[src/rtl/serial_adder_subtractor.sv]
// Digit-serial two's-complement adder/subtractor.
// Consumes a WIDTH-bit operand pair DIGIT bits per clock, LSB digit first,
// and publishes a registered result with carry, signed-overflow and zero flags.
//
// Handshake: an operation is accepted on a rising edge where start=1 and
// ready=1 (IDLE). Operands and subtract are sampled on that edge only. busy
// stays high while digits are processed; done pulses for exactly one cycle,
// and Result/flags are valid during that pulse and held until the next done.
// start seen outside IDLE is dropped, never queued.
module serial_adder_subtractor #(
   parameter int WIDTH = 16,
   parameter int DIGIT = 4
) (
   input  logic             clk,
   input  logic             rst_n,
   input  logic             start,
   input  logic [WIDTH-1:0] A,
   input  logic [WIDTH-1:0] B,
   input  logic             subtract,
   output logic             ready,
   output logic             busy,
   output logic             done,
   output logic [WIDTH-1:0] Result,
   output logic             Cout,
   output logic             Overflow,
   output logic             Zero
);

   localparam int N  = WIDTH / DIGIT;
   localparam int CW = (N > 1) ? $clog2(N) : 1;

   typedef enum logic [1:0] {
      IDLE = 2'd0,
      RUN  = 2'd1,
      DONE = 2'd2
   } state_t;

   state_t state, state_nx;

   logic [WIDTH-1:0] sa;       // A, consumed from the bottom
   logic [WIDTH-1:0] sb;       // B or ~B, consumed from the bottom
   logic [WIDTH-1:0] acc;      // sum digits, filled from the top
   logic             c;        // inter-digit carry
   logic [CW-1:0]    cnt;      // digits processed so far

   logic [DIGIT:0]   dsum;
   logic             cin_msb;
   logic [WIDTH-1:0] dig_ext;
   logic [WIDTH-1:0] acc_nx;
   logic             last;

   // Digit adder, carry into the digit's top bit, and next result shift value.
   always_comb begin
      dsum    = {1'b0, sa[DIGIT-1:0]} + {1'b0, sb[DIGIT-1:0]} + {{DIGIT{1'b0}}, c};
      // Sum bit = a ^ b ^ carry-in, so the carry into the top bit is recovered here.
      cin_msb = dsum[DIGIT-1] ^ sa[DIGIT-1] ^ sb[DIGIT-1];
      dig_ext = WIDTH'(dsum[DIGIT-1:0]);
      acc_nx  = (acc >> DIGIT) | (dig_ext << (WIDTH - DIGIT));
      last    = (cnt == CW'(N - 1));
   end

   // State register.
   always_ff @(posedge clk or negedge rst_n) begin
      if (!rst_n) state <= IDLE;
      else        state <= state_nx;
   end

   // Next-state logic and status outputs decoded from the state.
   always_comb begin
      state_nx = state;
      ready    = 1'b0;
      busy     = 1'b0;
      done     = 1'b0;
      case (state)
         IDLE: begin
            ready = 1'b1;
            if (start) state_nx = RUN;
         end
         RUN: begin
            busy = 1'b1;
            if (last) state_nx = DONE;
         end
         DONE: begin
            done     = 1'b1;
            state_nx = IDLE;
         end
         default: state_nx = IDLE;
      endcase
   end

   // Operand shifting, digit accumulation and final result/flag capture.
   always_ff @(posedge clk or negedge rst_n) begin
      if (!rst_n) begin
         sa       <= '0;
         sb       <= '0;
         acc      <= '0;
         c        <= 1'b0;
         cnt      <= '0;
         Result   <= '0;
         Cout     <= 1'b0;
         Overflow <= 1'b0;
         Zero     <= 1'b0;
      end else begin
         case (state)
            IDLE: begin
               if (start) begin
                  sa  <= A;
                  // Subtraction as A + ~B + 1: the +1 enters as the initial carry.
                  sb  <= B ^ {WIDTH{subtract}};
                  c   <= subtract;
                  cnt <= '0;
                  acc <= '0;
               end
            end
            RUN: begin
               sa  <= sa >> DIGIT;
               sb  <= sb >> DIGIT;
               acc <= acc_nx;
               c   <= dsum[DIGIT];
               cnt <= cnt + CW'(1);
               if (last) begin
                  Result   <= acc_nx;
                  Cout     <= dsum[DIGIT];
                  Overflow <= cin_msb ^ dsum[DIGIT];
                  Zero     <= (acc_nx == '0);
               end
            end
            default: ;
         endcase
      end
   end

endmodule

[config.mk]
export PLATFORM = sky130hd
export DESIGN_NAME = serial_adder_subtractor
export DESIGN_NICKNAME = d
export VERILOG_FILES = /design/src/rtl/serial_adder_subtractor.sv
export SDC_FILE = /design/constraint.sdc
export NUM_CORES = 1
export LEC_CHECK = 0
export ABC_CLOCK_PERIOD_IN_PS = 2100
export CORE_MARGIN = 2
export CORE_UTILIZATION = 52
export DETAILED_ROUTE_END_ITERATION = 10
export PLACE_DENSITY = 0.79
export SYNTH_ARGS = -nofsm -noshare
export SYNTH_HDL_FRONTEND = slang
export SYNTH_SLANG_ARGS = --single-unit
[constraint.sdc]
create_clock -name clk -period 2.1 [get_ports clk]
set_input_delay 0.21 -clock clk [delete_from_list [all_inputs] [get_ports clk]]
set_output_delay 0.21 -clock clk [all_outputs]
set_load 0.1 [all_outputs]
* Yosys cells after proc, flatten, opt, wreduce, memory -nomap -nowiden *
Cells that the tools add are included.
W data, S select, Z words.

word-level totals
  bits of input ports = 36
  bits in registers = 72
  output and inout bits = 22

cells by class
  eq/ne operators = 5
  mux-type cells = 16
  bitwise operators = 5
  reductions and logical operators = 6
  add/subtract/negate cells = 3

operator list
  kind                   count
  $pmux W16 S2           3
  $mux W16               3
  $logic_not A16 Y1      1
  $or A12 B16 Y16        1
  $xor A16 B16 Y16       1
  $pmux W2 S2            2
  $mux W2                3
  $reduce_and A2 Y1      3
  $add A4 B4 Y5          1
  $add A5 B1 Y5          1
  $eq A2 B2 Y1 const B   2
  $mux W1                4
  $ne A2 B2 Y1 const B   2
  $xor A1 B1 Y1          3
  $add A2 B1 Y2 const B  1
  $eq A2 B1 Y1 const B   1
  $logic_not A2 Y1       1
  $pmux W1 S2            1
  $reduce_bool A2 Y1     1

* Depth between registers and ports, before layout *
Gate-level depths: netlist of run 1.

  depth in word-level cells = 5
  gate-level depth with buffers = 8
  depth with buffers taken out = 8

* Worst setup path after synthesis of run 1 *
No wires, ideal clock.

  kind = reg-to-output
  from = register state[1]
  to = output done
  required time = 1.890 ns
  setup slack = -0.370 ns
  cell stages (with the launch flop) = 4
  arrival time = 2.260 ns
  buffers on the path = 2
  cell sequence = dfrtp_1 clkbuf_1 clkbuf_1 nor2b_1

on the way
  word-level cells in the longest chain between the ends = 2

ends and longest elaborated chain
  what                    line  source
  start, declared         38    state_t state, state_nx;
  start signal, assigned  65    else state <= state_nx;
  $eq A2 B2 Y1            74    case (state)
  $mux W1                 74
  end, declared           22    output logic done,

No other way between the ends.

* Worst setup path after layout of run 1 *
  from = register c
  to = register Zero

on the way
  word-level cells in the longest chain between the ends = 3

ends and longest elaborated chain
  what                    line  source
  start, declared         43    logic c;
  start signal, assigned  110   c <= subtract;
  start signal, assigned  119   c <= dsum[DIGIT];
  $add A5 B1 Y5           54    dsum = {1'b0, sa[DIGIT-1:0]} + {1'b0, sb[DIGIT-1:0]} + {{DIGIT{1'b0}}, c};
  $or A12 B16 Y16         58    acc_nx = (acc >> DIGIT) | (dig_ext << (WIDTH - DIGIT));
  named net acc_nx[13]    49    logic [WIDTH-1:0] acc_nx;
  $logic_not A16 Y1       125   Zero <= (acc_nx == '0);
  end signal, assigned    125
  end, declared           26    output logic Zero

The timed path passes the listed nets, and every way through them passes these cells.
A chain may end at the register's enable or synchronous reset.

==> impl_metrics.env, run 1 <==
export IMPL_grt_max_degree=58
export IMPL_crit_type="register to register"
export IMPL_yosys_register_bits=68
export IMPL_timing_fmax_mhz=481
export IMPL_place_gp_congestion=0.852
export IMPL_vdd_ir_drop_max_mv=1.09
export IMPL_synth_enable_flop_cells=0
export IMPL_start_util=0.536
export IMPL_dpl_cell_count=403
export IMPL_grtUsageMet3=0.0538
export IMPL_htreeDepth=3
export IMPL_dp_hpwl_mm=4.64
export IMPL_ff_latch_area_um2=1700
export IMPL_grt_util_all_layers=0.219
export IMPL_num_antenna_cells=0
export IMPL_drt_iter0_drc=135
export IMPL_yosysMostFrequentCell="dfrtp_1"
export IMPL_leakagePower_nw=1.85
export IMPL_max_slew_margin=0.607
export IMPL_p_per_area_nw_per_um2=1880
export IMPL_worst_ep_arrival_time_ns=2.33
export IMPL_die_area_um2=6710
export IMPL_skew_ns=0.00713
export IMPL_finalHoldViolCount=0
export IMPL_rsz0062_at_grt="true"
export IMPL_maxCapViolations=0
export IMPL_syn_num_nets=320
export IMPL_required_ns=2.35
export IMPL_ys_seq_area_frac=0.539
export IMPL_fin_nets=383
export IMPL_drc=0
export IMPL_coreArea_um2=5890
export IMPL_grt_ovfl_total=0
export IMPL_port_buffers=57
export IMPL_viasPerCell=5.57
export IMPL_routedWlPerCell_um=16.0
export IMPL_drv_slew=0
export IMPL_fin_crit_ns=2.08
export IMPL_syn_instance_count=278
export IMPL_crit_fanout=2
export IMPL_antenna_found_initial=0
export IMPL_fillers=442
export IMPL_finalCritPeriodShare=0.990
export IMPL_ff2ff_setup_slack_ns=0.02
export IMPL_syn_area_um2=3160
export IMPL_clock_sinks=68
export IMPL_synthArstFlopShare=1.00
export IMPL_ctsRootBufferMaster="clkbuf_8"
export IMPL_syn2layout_area_growth_pct=29.8
export IMPL_yosys_area_top_type_share=0.539
export IMPL_firstDrtPassIters=4
export IMPL_die_width_um=81.9
export IMPL_die_y_um=81.9
export IMPL_worst_slew_pin_slew_ns=0.590
export IMPL_multi_input_area_um2=1370
export IMPL_gr_max_usage_layer="met2"
export IMPL_ys_types=43
export IMPL_grt_pass1_wl_mm=10.9
export IMPL_setup_viol=0
export IMPL_wl_mm=6.73
export IMPL_clock_path_buffers=2
export IMPL_cts_tree="yes"
export IMPL_postLayoutCoreUtil=0.696
export IMPL_drive_gt1_frac=0.234
export IMPL_cts_buffers=9
export IMPL_num_vias=2347
export IMPL_final_cells=421
export IMPL_endpoint_kind="register"
export IMPL_yosys_warnings=0
export IMPL_synthTopCellsByCount="68 x dfrtp_1, 22 x a21oi_1, 21 x nor2b_1, 18 x a22o_1, 18 x o21ai_0"
export IMPL_dpl_cell_area_um2=3820
export IMPL_path_clk_slew_ns=0.08
export IMPL_cp_start_kind="register"
export IMPL_synth_top_area_cell="dfrtp_1"
export IMPL_rows=28
export IMPL_syn_area_per_cell_um2=11.4
export IMPL_synth_ff_type="dfrtp_1"
export IMPL_postRouteAntennaNets=0
export IMPL_hp_class="primary input to asynchronous set/reset pin"
export IMPL_outcome="finished, final reports clean"
export IMPL_synthTopCellsByArea="dfrtp_1 54%, a22o_1 5.0%, mux2_2 4.6%"
export IMPL_io_pins=58
export IMPL_grtUsageMet2=0.355
export IMPL_clk_latency_ns=0.34
export IMPL_grt_use_met1=0.272
export IMPL_grt_pass1_vias=2347
export IMPL_final_area_um2=4100
[routing by layer]
layer | wire length [um] | part of all wire | up-vias
met5 | 0 | 0 | -
met2 | 3320 | 0.49 | 83
met3 | 386 | 0.057 | 14
met1 | 2860 | 0.43 | 1127
li1 | - | - | 1123
met4 | 160 | 0.024 | 0
[timing repair]
action | in CTS | in global routing
hold endpoints to repair | 11 | 0
hold buffers | 1 | 0
gates resized for setup | 0 | 5
setup buffers | 0 | 1
endpoints found under the setup margin | 0 | 2
[where the power goes]
| group | switching, mW | internal [mW] | total, mW |
|---|---|---|---|
| sequential | 0.391 | 1.87 | 2.26 |
| combinational | 2.62 | 1.51 | 4.14 |
| clock | 0.502 | 0.784 | 1.29 |
[final timing paths]
kind,from,end,cells after the start
setup reg to reg,c,Zero,7
setup / recovery,c,Zero,7
max in group asynchronous,rst_n,sb[6],3
min in group clk,A[12],sa[12],2
hold reg to reg,cnt[0],cnt[0],1
hold / removal,rst_n,Result[0],2
[flip-flops by register name, summed over array words and instances (netlist names)]
name,flops
sa,16
sb,16
cnt,2
Overflow,1
acc,12
state,2
Zero,1
c,1
Result,16
Cout,1
[cell families (layout without fill, tap and decap cells)]
family / Yosys count / after routing / share of synthesized area
adder cells (fa/ha/maj): 6 / 6 / 0.0285
buffers and inverters: 26 / 94 / 0.0353
XOR/XNOR: 18 / 18 / 0.0499
AND/OR/NAND/NOR: 54 / 54 / 0.0955
flip-flops: 68 / 68 / 0.539
multiplexers: 14 / 14 / 0.0511
AO/OA/AOI/OAI: 92 / 92 / 0.201
[cells in the final DEF (no fill, tap or decap), types with 2 or more instances in the layout]
cell type / n
nor2_1: 7
nand2_1: 12
ha_1: 4
clkinvlp_4: 2
a21oi_1: 22
buf_12: 4
dfrtp_1: 68
o21ai_0: 18
xor2_1: 7
bufinv_16: 3
clkdlybuf4s50_1: 34
a22o_1: 18
buf_4: 31
clkbuf_8: 9
nor2b_1: 20
nor4_1: 2
mux2_2: 13
inv_1: 6
o22a_1: 8
a22oi_1: 15
xnor2_1: 11
clkinv_2: 2
[worst max-delay path, stage by stage, from the launching register on]
cell     delay, ns
dfrtp_1       0.34
inv_1         0.07
fa_1          0.43
inv_1         0.10
fa_2          0.44
nor4b_2       0.31
nand4_1       0.14
o31ai_2       0.18
[through the flow]
step	power, mW	setup TNS [ns]	setup WS (ns)	hold WS [ns]
5_1_grt	8.14	-0.104	-0.104	0.322
6_report	7.68	0	0.0200	0.291
3_5_place_dp	6.32	0	0.0315	0.116
3_3_place_gp	6.21	0	0.101	0.107
2_1_floorplan	5.30	0	0.105	-0.0856
4_1_cts	7.61	0	0.0214	0.281
[cell type report]
type,count,area share
Inverter,7,0.00641
Clock inverter,7,0.0281
Timing Repair Buffer,71,0.163
Sequential cell,68,0.415
Clock buffer,9,0.0302
Tap cell,75,0.0229
Multi-Input combinational cell,184,0.334
Note: power is estimated with default switching activity, not from simulation.
==> run 2: changes to the inputs <==
--- a/config.mk
+++ b/config.mk
@@ -10,6 +10,7 @@
 export CORE_UTILIZATION = 52
 export DETAILED_ROUTE_END_ITERATION = 10
 export PLACE_DENSITY = 0.79
+export SLEW_MARGIN = 10
 export SYNTH_ARGS = -nofsm -noshare
 export SYNTH_HDL_FRONTEND = slang
 export SYNTH_SLANG_ARGS = --single-unit
==> constraint.sdc (replaced) <==
create_clock -name clk -period 2.1 [get_ports clk]
set_input_delay 0.315 -clock clk [delete_from_list [all_inputs] [get_ports clk]]
set_output_delay 0.315 -clock clk [all_outputs]
set_load 0.1 [all_outputs]
==> impl_metrics.env, run 2 (synthesis results as in run 1) <==
export IMPL_path_clk_slew_ns=0.07
export IMPL_post_place_ws_ns=0.00866
export IMPL_finalPower_mw=7.61
export IMPL_die_y_um=81.9
export IMPL_drive_gt1_frac=0.247
export IMPL_drc=0
export IMPL_die_width_um=81.9
export IMPL_fin_nets=385
export IMPL_finalHoldViolCount=0
export IMPL_ctsRootBufferMaster="clkbuf_8"
export IMPL_antenna_found_initial=0
export IMPL_maxCapViolations=0
export IMPL_firstDrtPassIters=4
export IMPL_cts_buffers=9
export IMPL_postRouteAntennaNets=0
export IMPL_final_setup_worst_slack_ns=0.0367
export IMPL_endpoint_kind="register"
export IMPL_required_ns=2.35
export IMPL_cp_start_kind="register"
export IMPL_mostFrequentLayoutCells="68 x dfrtp_1, 34 x clkdlybuf4s50_1, 33 x buf_4, 22 x a21oi_1, 20 x nor2b_1"
export IMPL_vdd_ir_drop_max_mv=1.22
export IMPL_finalCritPeriodShare=0.983
export IMPL_coreArea_um2=5890
export IMPL_htreeDepth=3
export IMPL_grt_ovfl_total=0
export IMPL_grt_pass1_vias=2482
export IMPL_grt_pass1_wl_mm=11.5
export IMPL_hp_class="primary input to asynchronous set/reset pin"
export IMPL_io_pins=58
export IMPL_skew_ns=0.00570
export IMPL_grt_max_degree=50
export IMPL_dp_hpwl_mm=4.89
export IMPL_rows=28
export IMPL_crit_type="register to register"
export IMPL_final_area_um2=4090
export IMPL_worst_slew_pin_slew_ns=0.614
export IMPL_max_slew_margin=0.591
export IMPL_die_area_um2=6710
export IMPL_start_util=0.536
export IMPL_cts_tree="yes"
export IMPL_dpl_cell_area_um2=3830
export IMPL_fin_crit_ns=2.06
export IMPL_clk_latency_ns=0.34
export IMPL_num_antenna_cells=0
export IMPL_drt_iter0_drc=120
export IMPL_syn2layout_area_growth_pct=29.7
export IMPL_drv_slew=0
export IMPL_viasPerCell=5.74
export IMPL_crit_fanout=2
export IMPL_grt_util_all_layers=0.229
export IMPL_routedWlPerCell_um=16.4
export IMPL_final_common_cell="dfrtp_1"
export IMPL_clock_path_buffers=2
export IMPL_timing_fmax_mhz=485
export IMPL_clock_sinks=68
export IMPL_p_per_area_nw_per_um2=1860
export IMPL_rsz0062_at_grt="true"
export IMPL_outcome="finished, final reports clean"
export IMPL_wl_mm=6.93
export IMPL_setup_viol=0
export IMPL_num_vias=2430
export IMPL_leakagePower_nw=1.85
export IMPL_worst_ep_arrival_time_ns=2.32
export IMPL_reg_top3="Result: 16 flops, sa: 16 flops, sb: 16 flops"
export IMPL_port_buffers=57
export IMPL_place_gp_congestion=0.863
-- run 2: what timing repair did --
action | 4_1_cts | 5_1_grt
endpoints found under the hold margin | 19 | 0
pin swaps | 1 | 5
hold buffers | 1 | 0
setup endpoints to repair | 1 | 2
buffers inserted | 0 | 2
resized for setup | 1 | 6
-- run 2: worst paths after layout --
kind,start,slack (ns),cells past startpoint,endpoint
min,rst_n,0.46,2,acc[13]
min in group clk,Overflow,0.48,2,Overflow
max reg2reg,sb[0],0.04,7,Zero
max in group asynchronous,rst_n,1.02,3,sa[14]
min reg2reg,Overflow,0.48,2,Overflow
max,sb[0],0.04,7,Zero
-- run 2: final cells by class --
cell class | count | area, um^2
sequential | 68 | 1700
clock buffer | 13 | 179
timing repair buffer | 73 | 683
clock inverter | 3 | 42.5
fill | 463 | 1790
inverter | 7 | 26.3
multi-input combinational | 184 | 1370
tap | 75 | 93.8
-- run 2: metal layers --
layer	GRT usage	wire length (um)
met5	0	0
met4	0.122	153
met3	0.0418	328
met1	0.273	2910
met2	0.393	3540
-- run 2: worst max-delay path, stage by stage (launching register included) --
cell and delay (ns):
dfrtp_1 0.35, inv_2 0.05, fa_2 0.39, inv_2 0.07, fa_1 0.41, nor4b_2 0.31
nand4_1 0.17, o31ai_2 0.24
-- run 2: metrics by stage --
stage | instances | TNS, ns | utilization | hold WS [ns]
detailed placement | 404 | 0 | 0.651 | 0.293
floorplan | 278 | 0 | - | 0.0194
global placement | 404 | 0 | 0.651 | 0.290
global route | 423 | -0.0462 | 0.696 | 0.520
finish | 423 | 0 | 0.696 | 0.460
CTS | 421 | 0 | 0.691 | 0.463
-- run 2: power by group --
| group | total (mW) | leakage [nW] | internal, mW | switching, mW |
|---|---|---|---|---|
| sequential | 2.28 | 0.862 | 1.87 | 0.410 |
| clock | 1.15 | 0.112 | 0.676 | 0.473 |
| combinational | 4.18 | 0.877 | 1.55 | 2.63 |
==> run 3: changes to the inputs <==
--- a/config.mk
+++ b/config.mk
@@ -6,8 +6,10 @@
 export NUM_CORES = 1
 export LEC_CHECK = 0
 export ABC_CLOCK_PERIOD_IN_PS = 2100
+export CORE_ASPECT_RATIO = 1.1
 export CORE_MARGIN = 2
 export CORE_UTILIZATION = 52
+export CTS_CLUSTER_SIZE = 24
 export DETAILED_ROUTE_END_ITERATION = 10
 export PLACE_DENSITY = 0.79
 export SLEW_MARGIN = 10
==> impl_metrics.env, run 3 (synthesis results as in run 1) <==
export IMPL_syn2layout_area_growth_pct=28.0
export IMPL_fin_crit_ns=2.00
export IMPL_p_per_area_nw_per_um2=1830
export IMPL_crit_fanout=2
export IMPL_drc=0
export IMPL_final_common_cell="dfrtp_1"
export IMPL_num_antenna_cells=0
export IMPL_finalPower_mw=7.41
export IMPL_start_util=0.544
export IMPL_worst_slew_pin_slew_ns=0.595
export IMPL_routedWlPerCell_um=16.1
export IMPL_hold_ws_ns=0.426
export IMPL_viasPerCell=5.68
export IMPL_timing_fmax_mhz=501
export IMPL_place_gp_congestion=0.812
export IMPL_dp_hpwl_mm=4.71
export IMPL_cpMostUsedCell="inv_1"
export IMPL_required_ns=2.36
export IMPL_port_buffers=57
export IMPL_critPathBufInv=2
export IMPL_worst_ep_arrival_time_ns=2.25
export IMPL_clk_latency_ns=0.35
export IMPL_setup_tns_ns=0
export IMPL_wl_mm=6.81
export IMPL_grt_util_all_layers=0.220
export IMPL_die_area_um2=6710
export IMPL_postRouteAntennaNets=0
export IMPL_antenna_found_initial=0
export IMPL_crit_type="register to register"
export IMPL_htreeDepth=3
export IMPL_dpl_cell_area_um2=3820
export IMPL_final_area_um2=4040
export IMPL_cp_start_kind="register"
export IMPL_die_y_um=85.7
export IMPL_clock_path_buffers=2
export IMPL_grt_max_degree=53
export IMPL_cts_buffers=9
export IMPL_die_width_um=78.3
export IMPL_path_clk_slew_ns=0.07
export IMPL_drive_gt1_frac=0.225
export IMPL_coreArea_um2=5810
export IMPL_cts_tree="yes"
export IMPL_skew_ns=0.00597
export IMPL_endpoint_kind="register"
export IMPL_drv_slew=0
export IMPL_grt_ovfl_total=0
export IMPL_finalHoldViolCount=0
export IMPL_ff2ff_setup_slack_ns=0.10
export IMPL_max_stage_delay_ns=0.44
export IMPL_setup_viol=0
export IMPL_clock_sinks=68
export IMPL_ctsRootBufferMaster="clkbuf_8"
export IMPL_maxCapViolations=0
export IMPL_grt_pass1_vias=2433
export IMPL_io_pins=58
export IMPL_reg_top3="Result: 16 flops, sa: 16 flops, sb: 16 flops"
export IMPL_vdd_ir_drop_max_mv=1.02
export IMPL_cp_cell_sequence="inv_1 > fa_1 > inv_1 > fa_2 > nor4b_2 > nand4_1 > o31ai_2"
export IMPL_hp_class="primary input to asynchronous set/reset pin"
export IMPL_leakagePower_nw=1.82
export IMPL_num_vias=2404
export IMPL_slowest_stage="fa_2"
export IMPL_mostFrequentLayoutCells="68 x dfrtp_1, 34 x clkdlybuf4s50_1, 31 x buf_4, 22 x a21oi_1, 20 x nor2b_1"
export IMPL_firstDrtPassIters=4
export IMPL_fin_nets=383
export IMPL_drt_iter0_drc=121
export IMPL_rows=29
export IMPL_finalCritPeriodShare=0.951
export IMPL_rsz0062_at_grt="true"
export IMPL_grt_pass1_wl_mm=11.4
export IMPL_path_delay_family="adder cells"
export IMPL_outcome="finished, final reports clean"
export IMPL_max_slew_margin=0.603
run 3: where the power goes:
| group | internal, mW | total [mW] | switching [mW] |
|---|---|---|---|
| registers | 1.87 | 2.27 | 0.397 |
| clock network | 0.525 | 0.990 | 0.464 |
| logic | 1.51 | 4.15 | 2.64 |
run 3: cell type report:
type                       count  area, um^2
clock buffer                  15         176
fill                         473        1760
clock inverter                 1        5.00
sequential                    68        1700
multi-input combinational    184        1370
tap                           77        96.3
timing repair buffer          71         668
inverter                       7        26.3
run 3: per-stage QoR:
| step | setup slack, ns | std cells | util |
|---|---|---|---|
| final | 0.104 | 423 | 0.696 |
| after CTS | 0.00632 | 422 | 0.692 |
| after floorplan | 0.0376 | 278 | - |
| after global routing | -0.0499 | 423 | 0.696 |
| after global placement | 0.0935 | 405 | 0.659 |
| after detailed placement | 0.0239 | 405 | 0.659 |
run 3: path summary, 6_finish.rpt:
path,start,endpoint,cells past startpoint
max,c,Zero,7
min,rst_n,Result[12],2
max reg2reg,c,Zero,7
min reg2reg,sa[11],sa[11],2
max in group asynchronous,rst_n,sa[0],3
min in group clk,sa[11],sa[11],2
run 3: timing repair:
action                     CTS  global route
hold endpoints to repair    16             0
setup endpoints to repair    0             2
setup buffers                0             1
resized for setup            0             4
hold buffers                 1             0
run 3: per-layer routing:
metal / track usage / up-vias / part of all wire
li1: - / 1122 / -
met3: 0.0642 / 17 / 0.053
met4: 0.0973 / 0 / 0.019
met5: 0 / - / 0
met1: 0.263 / 1190 / 0.41
met2: 0.370 / 75 / 0.52
